$ cat src/rtl/round_robin_arbiter.sv
// rtl/round_robin_arbiter.sv - round-robin arbiter, one registered grant, no preemption
// Optional grant timeout compiled in with ROUND_ROBIN_ARBITER_TIMEOUT_EN.
module round_robin_arbiter #(
  parameter int NUMBER_OF_DEVICES = 4,
  parameter int TIMEOUT_CYCLES    = 16
) (
  input  logic                         clock,
  input  logic                         reset,
  input  logic [NUMBER_OF_DEVICES-1:0] requests,
  output logic [NUMBER_OF_DEVICES-1:0] grants,
  output logic                         busy
`ifdef ROUND_ROBIN_ARBITER_TIMEOUT_EN
  ,
  output logic                         timeout
`endif
);

  localparam int IDX_W = (NUMBER_OF_DEVICES > 1) ? $clog2(NUMBER_OF_DEVICES) : 1;

  typedef enum logic {IDLE, GRANTED} state_t;

  state_t           state, next_state;
  logic [IDX_W-1:0] pointer, owner, winner, pointer_after;
  logic             any_request, owner_request, release_now, revoke_now;

`ifdef ROUND_ROBIN_ARBITER_TIMEOUT_EN
  localparam int CNT_W = $clog2(TIMEOUT_CYCLES + 1);
  logic [CNT_W-1:0] count;
  assign revoke_now = (state == GRANTED) && owner_request && (count == CNT_W'(TIMEOUT_CYCLES));
`else
  assign revoke_now = 1'b0;
`endif

  assign any_request   = |requests;
  assign owner_request = requests[owner];
  assign release_now   = (state == GRANTED) && !owner_request;
  assign pointer_after = (owner == IDX_W'(NUMBER_OF_DEVICES - 1)) ? '0 : owner + 1'b1;

  // First requester at or above the pointer, wrapping past the top index.
  always_comb begin
    int  idx;
    logic found;
    winner = pointer;
    found  = 1'b0;
    for (int k = 0; k < NUMBER_OF_DEVICES; k++) begin
      idx = int'(pointer) + k;
      if (idx >= NUMBER_OF_DEVICES) idx = idx - NUMBER_OF_DEVICES;
      if (!found && requests[idx]) begin
        found  = 1'b1;
        winner = IDX_W'(idx);
      end
    end
  end

  always_ff @(posedge clock or negedge reset) begin
    if (!reset) begin
      state   <= IDLE;
      pointer <= '0;
      owner   <= '0;
      grants  <= '0;
`ifdef ROUND_ROBIN_ARBITER_TIMEOUT_EN
      count   <= '0;
      timeout <= 1'b0;
`endif
    end else begin
      state <= next_state;
`ifdef ROUND_ROBIN_ARBITER_TIMEOUT_EN
      timeout <= revoke_now;
`endif
      case (state)
        IDLE: begin
          if (any_request) begin
            owner  <= winner;
            grants <= NUMBER_OF_DEVICES'(1) << winner;
`ifdef ROUND_ROBIN_ARBITER_TIMEOUT_EN
            count  <= CNT_W'(1);
`endif
          end
        end
        GRANTED: begin
          if (release_now || revoke_now) begin
            grants  <= '0;
            pointer <= pointer_after;
          end
`ifdef ROUND_ROBIN_ARBITER_TIMEOUT_EN
          else begin
            count <= count + 1'b1;
          end
`endif
        end
        default: grants <= '0;
      endcase
    end
  end

  // Leaving GRANTED always passes through IDLE, giving the mandatory turnaround cycle.
  always_comb begin
    next_state = state;
    case (state)
      IDLE:    if (any_request) next_state = GRANTED;
      GRANTED: if (release_now || revoke_now) next_state = IDLE;
      default: next_state = IDLE;
    endcase
  end

  always_comb begin
    busy = |grants;
  end

endmodule
$ cat config.mk
export PLATFORM = sky130hd
export DESIGN_NAME = round_robin_arbiter
export DESIGN_NICKNAME = d
export VERILOG_FILES = /design/src/rtl/round_robin_arbiter.sv
export SDC_FILE = /design/constraint.sdc
export NUM_CORES = 1
export LEC_CHECK = 0
export BUFFER_PORTS_ARGS = -buffer_cell sky130_fd_sc_hd__buf_4
export CAP_MARGIN = 10
export CELL_PAD_IN_SITES_DETAIL_PLACEMENT = 1
export CELL_PAD_IN_SITES_GLOBAL_PLACEMENT = 1
export CORE_MARGIN = 4
export CORE_UTILIZATION = 33
export CTS_CLUSTER_SIZE = 20
export DETAILED_ROUTE_END_ITERATION = 6
export PLACE_DENSITY_LB_ADDON = 0.2
export SETUP_SLACK_MARGIN = 0.5
export SYNTH_ARGS = -nofsm -noshare
export SYNTH_HDL_FRONTEND = slang
export SYNTH_SLANG_ARGS = --single-unit
export TNS_END_PERCENT = 30
$ cat constraint.sdc
create_clock -name clock -period 1.6 [get_ports clock]
set_input_delay 0.08 -clock clock [delete_from_list [all_inputs] [get_ports clock]]
set_output_delay 0.08 -clock clock [all_outputs]
set_load 0.005 [all_outputs]
## After elaboration in Yosys (flattened, before gate mapping)

Cells that the tools add are included.

- Input bits: 6
- Latch bits: 0
- Bits in writable memories: 0
- Bits in registers: 9
- Logic and storage cells: 71
- Memories kept: 0
- Output and inout bits: 5
- Memory bits (read-only): 0

- Shift-type cells: 1
- Div/mod/pow operators: 0
- Mux-type cells: 32
- Add/sub/neg operators: 8
- Multiply operators: 0
- Order comparisons: 9
- Bitwise logic cells: 1
- Equality and inequality tests: 3
- Reductions and logical operators: 13

Operator list:

| operator | count |
|---|---|
| 32-bit by 4-bit < comparator with 1-bit output, second input constant | 4 |
| 32-bit 2-to-1 mux | 4 |
| 1-bit 2-to-1 mux | 14 |
| 3-bit by 3-bit subtractor with 4-bit output, second input constant | 3 |
| 1-bit binary-select mux with 2-bit select | 5 |
| 2-bit 2-to-1 mux | 5 |
| 3-bit greater-or-equal comparator, second input constant | 3 |
| 4-bit 2-to-1 mux | 2 |
| 4-bit case mux with 2 select lines | 1 |
| 4-bit OR reduction | 2 |
| 2-bit by 2-bit adder with 3-bit output, second input constant | 2 |
| 2-bit AND reduction | 3 |
| 1-bit logical AND | 4 |
| 1-bit zero test | 4 |
| 1-bit by 2-bit left shift with 4-bit output, first input constant | 1 |
| 2-bit by 3-bit subtractor with 4-bit output, second input constant | 1 |
| 2-bit by 1-bit adder with 3-bit output, second input constant | 1 |
| 2-bit by 3-bit greater-or-equal comparator with 1-bit output, second input constant | 1 |
| 2-bit by 3-bit < comparator with 1-bit output, second input constant | 1 |
| 2-bit by 1-bit adder with 2-bit output, second input constant | 1 |
| 2-bit == test, second input constant | 1 |
| 2-bit by 1-bit != test with 1-bit output, second input constant | 1 |
| 2-bit != test, second input constant | 1 |
| 1-bit case mux with 2 select lines | 1 |
| 1-bit NOT | 1 |

## Logic depth before layout (Yosys ltp)

Gate-level depths: netlist of the first run.

- Depth in word-level cells: 18
- Gate-level depth with buffers: 5
- Depth with buffers taken out: 4

## Worst setup path after synthesis of the first run

Ideal clock, no wire load.

- Kind: register to register
- Start point: register owner[0]
- End point: register pointer[1]
- Data arrival time: 1.440 ns
- Setup time: 0.125 ns
- Path buffers: 1
- Slack: 0.035 ns
- Required time: 1.475 ns
- Cell stages (with the launch flop): 5
- Cells stage by stage: dfrtp_1 > mux4_2 > nand2b_4 > buf_6 > mux2_4

- Word-level cells in the longest chain between the ends: 5
- Elaborated cells on any way between the ends: 8
- Classes of those cells: add/sub (1); eq/ne (1); mux (3); reduce/logical (3)

RTL lines:

| item | RTL line | RTL |
|---|---|---|
| start, declared | 23 | `logic [IDX_W-1:0] pointer, owner, winner, pointer_after;` |
| start signal, assigned | 73 | `owner <= winner;` |
| 1-bit binary-select mux with 2-bit select | 35 | `assign owner_request = requests[owner];` |
| 1-bit 2-to-1 mux (implied by the code) | 35 |  |
| 1-bit zero test | 36 | `assign release_now = (state == GRANTED) && !owner_request;` |
| 1-bit logical AND | 36 |  |
| 2-bit AND reduction (no source line) | n/a |  |
| end signal, assigned | 83 | `pointer <= pointer_after;` |
| end, declared | 23 |  |

Several ways; a longest one is shown, not always the timed one. The select of a mux whose other input is x is not followed.
A chain may end at the register's enable or synchronous reset.

## Worst setup path in the final report of the first run

Same ends and word-level chain as after synthesis.

==> results of run 1 <==
sequential cells by signal (all words and copies together) (netlist names):
| register | flops |
|---|---|
| grants | 4 |
| pointer | 2 |
| state | 1 |
| owner | 2 |
timing repair:
action                                 CTS  global route
setup endpoints to repair               10            10
endpoints found under the hold margin    9             0
pin swaps                                1             0
buffers inserted                         4             0
hold buffers                             1             0
gates resized for setup                  5             5
layout make-up:
type,count,area [um^2]
Clock buffer,4,26.3
Multi-Input combinational cell,37,337
Inverter,1,3.75
Fill cell,161,752
Sequential cell,9,225
Timing Repair Buffer,17,143
Tap cell,16,20.0
through the flow:
stage	hold slack, ns	instances	power (W)	util [%]
2_1_floorplan	-0.216	50	0.000850	-
3_3_place_gp	-0.0901	75	0.00106	41.4
3_5_place_dp	-0.0877	75	0.00107	41.4
4_1_cts	0.185	84	0.00141	48.3
5_1_grt	0.190	84	0.00158	50.1
6_report	0.179	84	0.00146	50.1
Yosys cell counts (2+ instances only):
cell,n
sky130_fd_sc_hd__nand3_1,4
sky130_fd_sc_hd__nor2b_1,3
sky130_fd_sc_hd__o21ai_0,3
sky130_fd_sc_hd__o31ai_1,5
sky130_fd_sc_hd__a2bb2oi_1,2
sky130_fd_sc_hd__nand2_1,6
sky130_fd_sc_hd__dfrtp_1,9
layer usage:
layer	part of all wire, %	GRT usage (%)
met1	46	17.5
met2	47	24.8
met3	5.8	2.63
met5	0	0
met4	1.0	4.84
logic make-up after synthesis:
family / Yosys count / share of synthesized area [%]
AOI/OAI and AO/OA: 16 / 23.3
muxes: 2 / 7.12
buffers and inverters: 4 / 4.51
and+or+nand+nor: 18 / 20.0
adders and majority gates: 1 / 2.37
DFF: 9 / 42.8
worst max-delay path: stages, from the launching register on:
cell	delay, ns
sky130_fd_sc_hd__dfrtp_1	0.37
sky130_fd_sc_hd__mux4_2	0.51
sky130_fd_sc_hd__nand2b_4	0.18
sky130_fd_sc_hd__mux2_4	0.30
how the worst max path moves through the flow:
stage / from / end / slack [ns]
final: owner[0]$_DFFE_PN0P_ / pointer[1]$_DFFE_PN0P_ / 0.14
after global routing: pointer[1]$_DFFE_PN0P_ / grants[3]$_DFFE_PN0P_ / 0.03
after CTS: owner[0]$_DFFE_PN0P_ / pointer[1]$_DFFE_PN0P_ / 0.13
after detailed placement: owner[0]$_DFFE_PN0P_ / pointer[1]$_DFFE_PN0P_ / 0.07
after global placement: owner[0]$_DFFE_PN0P_ / pointer[1]$_DFFE_PN0P_ / 0.09
after floorplan: owner[0]$_DFFE_PN0P_ / pointer[1]$_DFFE_PN0P_ / 0.04
power by group:
group / switching, W / internal [W] / total, W
logic: 0.000372 / 0.000466 / 0.000838
registers: 0.000108 / 0.000335 / 0.000443
clock network: 0.0000827 / 0.0000961 / 0.000179
==> impl_results.md, run 1 <==
* Number of synthesized flops with an enable pin at 0
* Post-Place Cell Area at 624 um^2
* Proportion of synthesized chip area in sequential cells at 42.8%
* Final nets at 76
* Global route total overflow at 0
* Endpoint of the worst-slack reg-to-reg timing path: pointer[1]$_DFFE_PN0P_
* Layout cell share with drive strength beyond 1 at a little over half
* Critical Path RT at 1.75 ns
* Status: finished, final reports clean
* Instance count of the mapped netlist at 50
* Antenna violations before repair at 0
* Worst-case register-to-register setup slack at between 0.1 and 0.15 ns
* Layout Area Growth over Synthesis at 43.2%
* Die H at 48.0 um
* Count of cells along the worst register-to-register path at 3
* Total wire length after detailed routing at 1390 um
* Number of buffers on the longest clock path at 2
* Max-cap violations at 0
* Post-synthesis cell area at 527 um^2
* Area share of the leading cell type in the synthesized netlist at a little over two fifths
* Final critical-path required period at 1.46 ns
* Post-route DRC violation count at 0
* Most common flop cell mapped by yosys: sky130_fd_sc_hd__dfrtp_1
* Critical Path AT at 1.61 ns
* Min-Delay Path Class: input port to async pin
* Maximum VDD drop at 0.000648 V
* Power per cell area at 1930 nW/um^2
* Unique masters post-synth at 25
* CTS buffer count at 3
* Clk root buf: sky130_fd_sc_hd__clkbuf_4
* Fraction of the cycle the final worst path needs at 91.4%
* Antenna-violating nets left at 0
* Pins Over Slew Limit at 0
* Number of global-route vias before repair at 477
* Setup repair after global routing missed its margin: yes
* Post-synthesis net count at 57
* Leakage Power at 0.340 nW
* Initial DRC Count at 2
* Post-route cell area at roughly 750 um^2
* Most frequent standard cell in the layout excluding fill and tap cells: sky130_fd_sc_hd__buf_4
* Std cell rows at 14
* Half-perimeter wire length after detailed placement at 967 um
* Library cell with the largest summed area after synthesis: sky130_fd_sc_hd__dfrtp_1
* Largest fanout on the critical path at 3
* Transition time of the tightest slew-check pin at 0.323 ns
* Clock latency reported for the late side of the worst-skew pair at 0.26 ns
* Starting density of the core at 35.0%
* Aggregate negative setup slack at 0 ns
* Syn Area/Cell at 10.5 um^2
* Clock H-tree levels at 1
* Yosys warning total at 0
* I/O pin cnt at 11
* Maximum number of pins on one net before global-route repair at 14
* Placeable Area at 1510 um^2
* Category of the most critical setup path: flop to flop
* Max-Slew Margin vs Limit at 78.5%
* Launching element type of the critical path: flop
* Die X at 48.0 um
* Count of endpoints failing setup in the final report at 0
* Achievable frequency at 684 MHz
* Register bit count reported by yosys at 9
* Critical Path Sink Type: flop
* Clk sinks at 9
* Worst slack at placement at 0.0665 ns
* Post-detailed-route wirelength per cell at approximately 17 um
* CTS tree: built
* Via count at 469
* Number of buffers inserted by port buffering at 10
* Number of detailed-route iterations in the first pass at 3
* Worst Skew at 0.00799 ns
* Cells taking the most area after synthesis: sky130_fd_sc_hd__dfrtp_1 (43%), sky130_fd_sc_hd__o31ai_1 (7.1%), sky130_fd_sc_hd__mux4_2 (4.3%)
* Area of the die at 2300 um^2
* Placer congestion estimate at 0.731
* Final worst-path setup slack at 0.137 ns
* Async set-reset flop share out of synthesis at between 90% and 100%
* GR Util All Layers at around 14%
* Hold Vio Cnt, Final at 0
* Clock slew seen by the registers of the worst setup and hold paths at 0.07 ns
* Commonest non-fill, non-tap cells in the layout: sky130_fd_sc_hd__buf_4 (15), sky130_fd_sc_hd__dfrtp_1 (9), sky130_fd_sc_hd__nand2_1 (5), sky130_fd_sc_hd__nand3_2 (4)
* Vias per inst at 5.58
* Launch instance of the worst register-to-register path: owner[0]$_DFFE_PN0P_
* Global-route wire length before repair at roughly 2300 um
* Diodes inserted at 0
(Power assumes the default switching activity.)
==> run 2, diff against run 1 <==
--- a/config.mk
+++ b/config.mk
@@ -10,7 +10,7 @@
 export CELL_PAD_IN_SITES_DETAIL_PLACEMENT = 1
 export CELL_PAD_IN_SITES_GLOBAL_PLACEMENT = 1
 export CORE_MARGIN = 4
-export CORE_UTILIZATION = 33
+export CORE_UTILIZATION = 35
 export CTS_CLUSTER_SIZE = 20
 export DETAILED_ROUTE_END_ITERATION = 6
 export PLACE_DENSITY_LB_ADDON = 0.2
==> run 2 against run 1 <==
Register-to-register slack is essentially flat. Worst setup slack got worse by 0.011 ns. Clock-buffer cell count did not move. Critical path type unchanged.
==> impl_results.md, run 2 (synthesized netlist as in run 1, its figures left out) <==
* Half-perimeter wire length after detailed placement at 956 um (-1.2%)
* Layout Area Growth over Synthesis at 37.5%
* Aggregate negative setup slack at 0 ns (unchanged)
* Number of detailed-route iterations in the first pass at 3 (unchanged)
* Placer congestion estimate at 0.735 (+0.56%)
* Clk sinks at 9 (unchanged)
* Multi-input gate area in the final layout at 329 um^2 (-2.2%)
* Antenna violations before repair at 0 (unchanged)
* Critical Path Max Stage Delay at 0.51 ns (about the same)
* Final critical-path required period at 1.47 ns (+0.0107 ns)
* Filler instances at 163 (+1.2%)
* Leakage Power at 0.323 nW (-5.0%)
* Count of endpoints failing setup in the final report at 0 (unchanged)
* Diodes inserted at 0 (unchanged)
* Post-route cell area at 724 um^2 (-4.0%)
* Clock H-tree levels at 1 (unchanged)
* Maximum number of pins on one net before global-route repair at 14 (unchanged)
* Clock group share of total power at 12.8% (+0.6 points)
* Antenna-violating nets left at 0 (unchanged)
* Die H at 46.8 um (-2.4%)
* Fraction of power consumed by combinational cells at 53.4% (-4.0 points)
* Most frequent standard cell in the layout excluding fill and tap cells: sky130_fd_sc_hd__buf_4
* Post-Place Cell Area at 616 um^2 (-1.4%)
* Post-route DRC violation count at 0 (unchanged)
* Transition time of the tightest slew-check pin at 0.335 ns (+0.0124 ns)
* Max-cap violations at 0 (unchanged)
* Starting density of the core at 38.6% (+3.6 points)
* Max-Slew Margin vs Limit at 77.7% (-0.83 points)
* Number of standard cells in the final layout excluding fillers at 80 (-4.8%)
* Int Power at 0.000848 W (-5.4%)
* Initial DRC Count at 4 (+2)
* GR Util All Layers at 15.0% (+0.71 points)
* Largest fanout on the critical path at 4 (+1)
* Launching element type of the critical path: flop
* Std cell rows at 13 (-1)
* Number of global-route vias before repair at 479 (+0.42%)
* CTS buffer count at 3 (unchanged)
* Number of buffers inserted by port buffering at 10 (unchanged)
* Power per cell area at 1910 nW/um^2 (-1.3%)
* Setup repair after global routing missed its margin: yes
* Max reg flops at 4 (unchanged)
* Clock latency reported for the late side of the worst-skew pair at 0.26 ns (about the same)
* Clk root buf: sky130_fd_sc_hd__clkbuf_4
* Vias per inst at 5.98 (+7.0%)
* Worst-path cell chain: mux4_2 -> nand2b_4 -> mux2_4
* Layout cell share with drive strength beyond 1 at 49.2% (-3.7 points)
* Global-route wire length before repair at 2290 um (-0.61%)
* Fraction of the cycle the final worst path needs at 92.1% (+0.67 points)
* I/O pin cnt at 11 (unchanged)
* Worst Skew at 0.00414 ns (-0.00385 ns)
* Post-detailed-route wirelength per cell at 18.1 um (+9.8%)
* Placed Cells incl. Taps at 73 (-2.7%)
* Status: finished, final reports clean
* Area of the die at 2190 um^2 (-4.8%)
* Critical Path RT at 1.75 ns (about the same)
* Global route total overflow at 0 (unchanged)
* Category of the most critical setup path: flop to flop
* Biggest register: grants
* Number of buffers on the longest clock path at 2 (unchanged)
* Die X at 46.8 um (-2.4%)
* Hold Vio Cnt, Final at 0 (unchanged)
* Clock slew seen by the registers of the worst setup and hold paths at 0.06 ns (about the same)
* Via count at 478 (+1.9%)
* Share of power burned in registers at 33.8% (+3.4 points)
* Commonest non-fill, non-tap cells in the layout: sky130_fd_sc_hd__buf_4 (12), sky130_fd_sc_hd__dfrtp_1 (8), sky130_fd_sc_hd__nand2_1 (6), sky130_fd_sc_hd__o31ai_1 (4)
* Critical Path AT at 1.62 ns (about the same)
* Area occupied by registers at 226 um^2 (+0.56%)
* Total wire length after detailed routing at 1450 um (+4.6%)
* Achievable frequency at 679 MHz (-0.73%)
* Biggest regs: grants: 4 flops, owner: 2 flops, pointer: 2 flops
* Min-Delay Path Class: input port to async pin
* Critical-path top delay cell: sky130_fd_sc_hd__mux4_2
* Switch share at 38.7% (+0.14 points)
* Critical Path Sink Type: flop
* Pins Over Slew Limit at 0 (unchanged)
* Finished Core Util at 53.0% (+2.9 points)
* Placeable Area at 1370 um^2 (-9.3%)
* Switching power of the nets at 0.000535 W (-4.9%)
* Final nets at 73 (-3.9%)
* Maximum VDD drop at 0.000797 V (+23%)
* CTS tree: built
-- run 2: metal layers --
layer | share of wire (%) | wire length, um | up-vias | track usage, %
li1 | - | - | 225 | -
met1 | 43 | 624 | 240 | 20.3
met2 | 51 | 737 | 11 | 23.6
met3 | 5.6 | 81 | 2 | 4.60
met4 | 0.48 | 7 | 0 | 3.31
met5 | 0 | 0 | - | 0
-- run 2: metrics by stage --
stage	hold WS [ns]	total power [W]	setup WS (ns)
2_1_floorplan	-0.216	0.000850	0.0352
3_3_place_gp	-0.0904	0.00103	0.0923
3_5_place_dp	-0.0902	0.00106	0.0730
4_1_cts	0.177	0.00136	0.126
5_1_grt	0.193	0.00150	0.0828
6_report	0.175	0.00138	0.126
-- run 2: power groups by stage --
stage / clock, W / sequential, W / combinational (W)
after floorplan: 0 / 0.000414 / 0.000435
after global placement: 0 / 0.000455 / 0.000579
after detailed placement: 0 / 0.000458 / 0.000598
after CTS: 0.000186 / 0.000458 / 0.000718
after global routing: 0.000205 / 0.000483 / 0.000811
final: 0.000177 / 0.000468 / 0.000739
-- run 2: area by class of cell --
cell class	count	share of cell area, %
multi-input combinational	37	45.4
sequential	9	31.3
inverter	1	0.518
timing repair buffer	14	16.6
clock buffer	4	3.63
tap	15	2.59
-- run 2: worst max-delay path: cells and delay by family, from the launching register on --
| family | cells | cell delay, ns |
|---|---|---|
| simple gates | 1 | 0.18 |
| flops | 1 | 0.37 |
| mux | 2 | 0.81 |
-- run 2: final timing paths --
check,from,to,slack [ns],cells past startpoint
worst max-delay path,owner[0]$_DFFE_PN0P_,pointer[1]$_DFFE_PN0P_,0.13,3
worst min-delay path,reset,pointer[1]$_DFFE_PN0P_,0.18,2
worst max register to register,owner[0]$_DFFE_PN0P_,pointer[1]$_DFFE_PN0P_,0.13,3
worst min register to register,owner[1]$_DFFE_PN0P_,owner[1]$_DFFE_PN0P_,0.54,2
max in group asynchronous,reset,pointer[1]$_DFFE_PN0P_,1.28,2
min in group clock,requests[3],grants[1]$_DFFE_PN0P_,0.21,3
-- run 2: repair_timing --
| action | 4_1_cts | 5_1_grt |
|---|---|---|
| hold buffers | 1 | 0 |
| gates resized for setup | 6 | 3 |
| setup buffers | 2 | 0 |
| setup endpoints to repair | 10 | 10 |
| hold endpoints to repair | 9 | 0 |
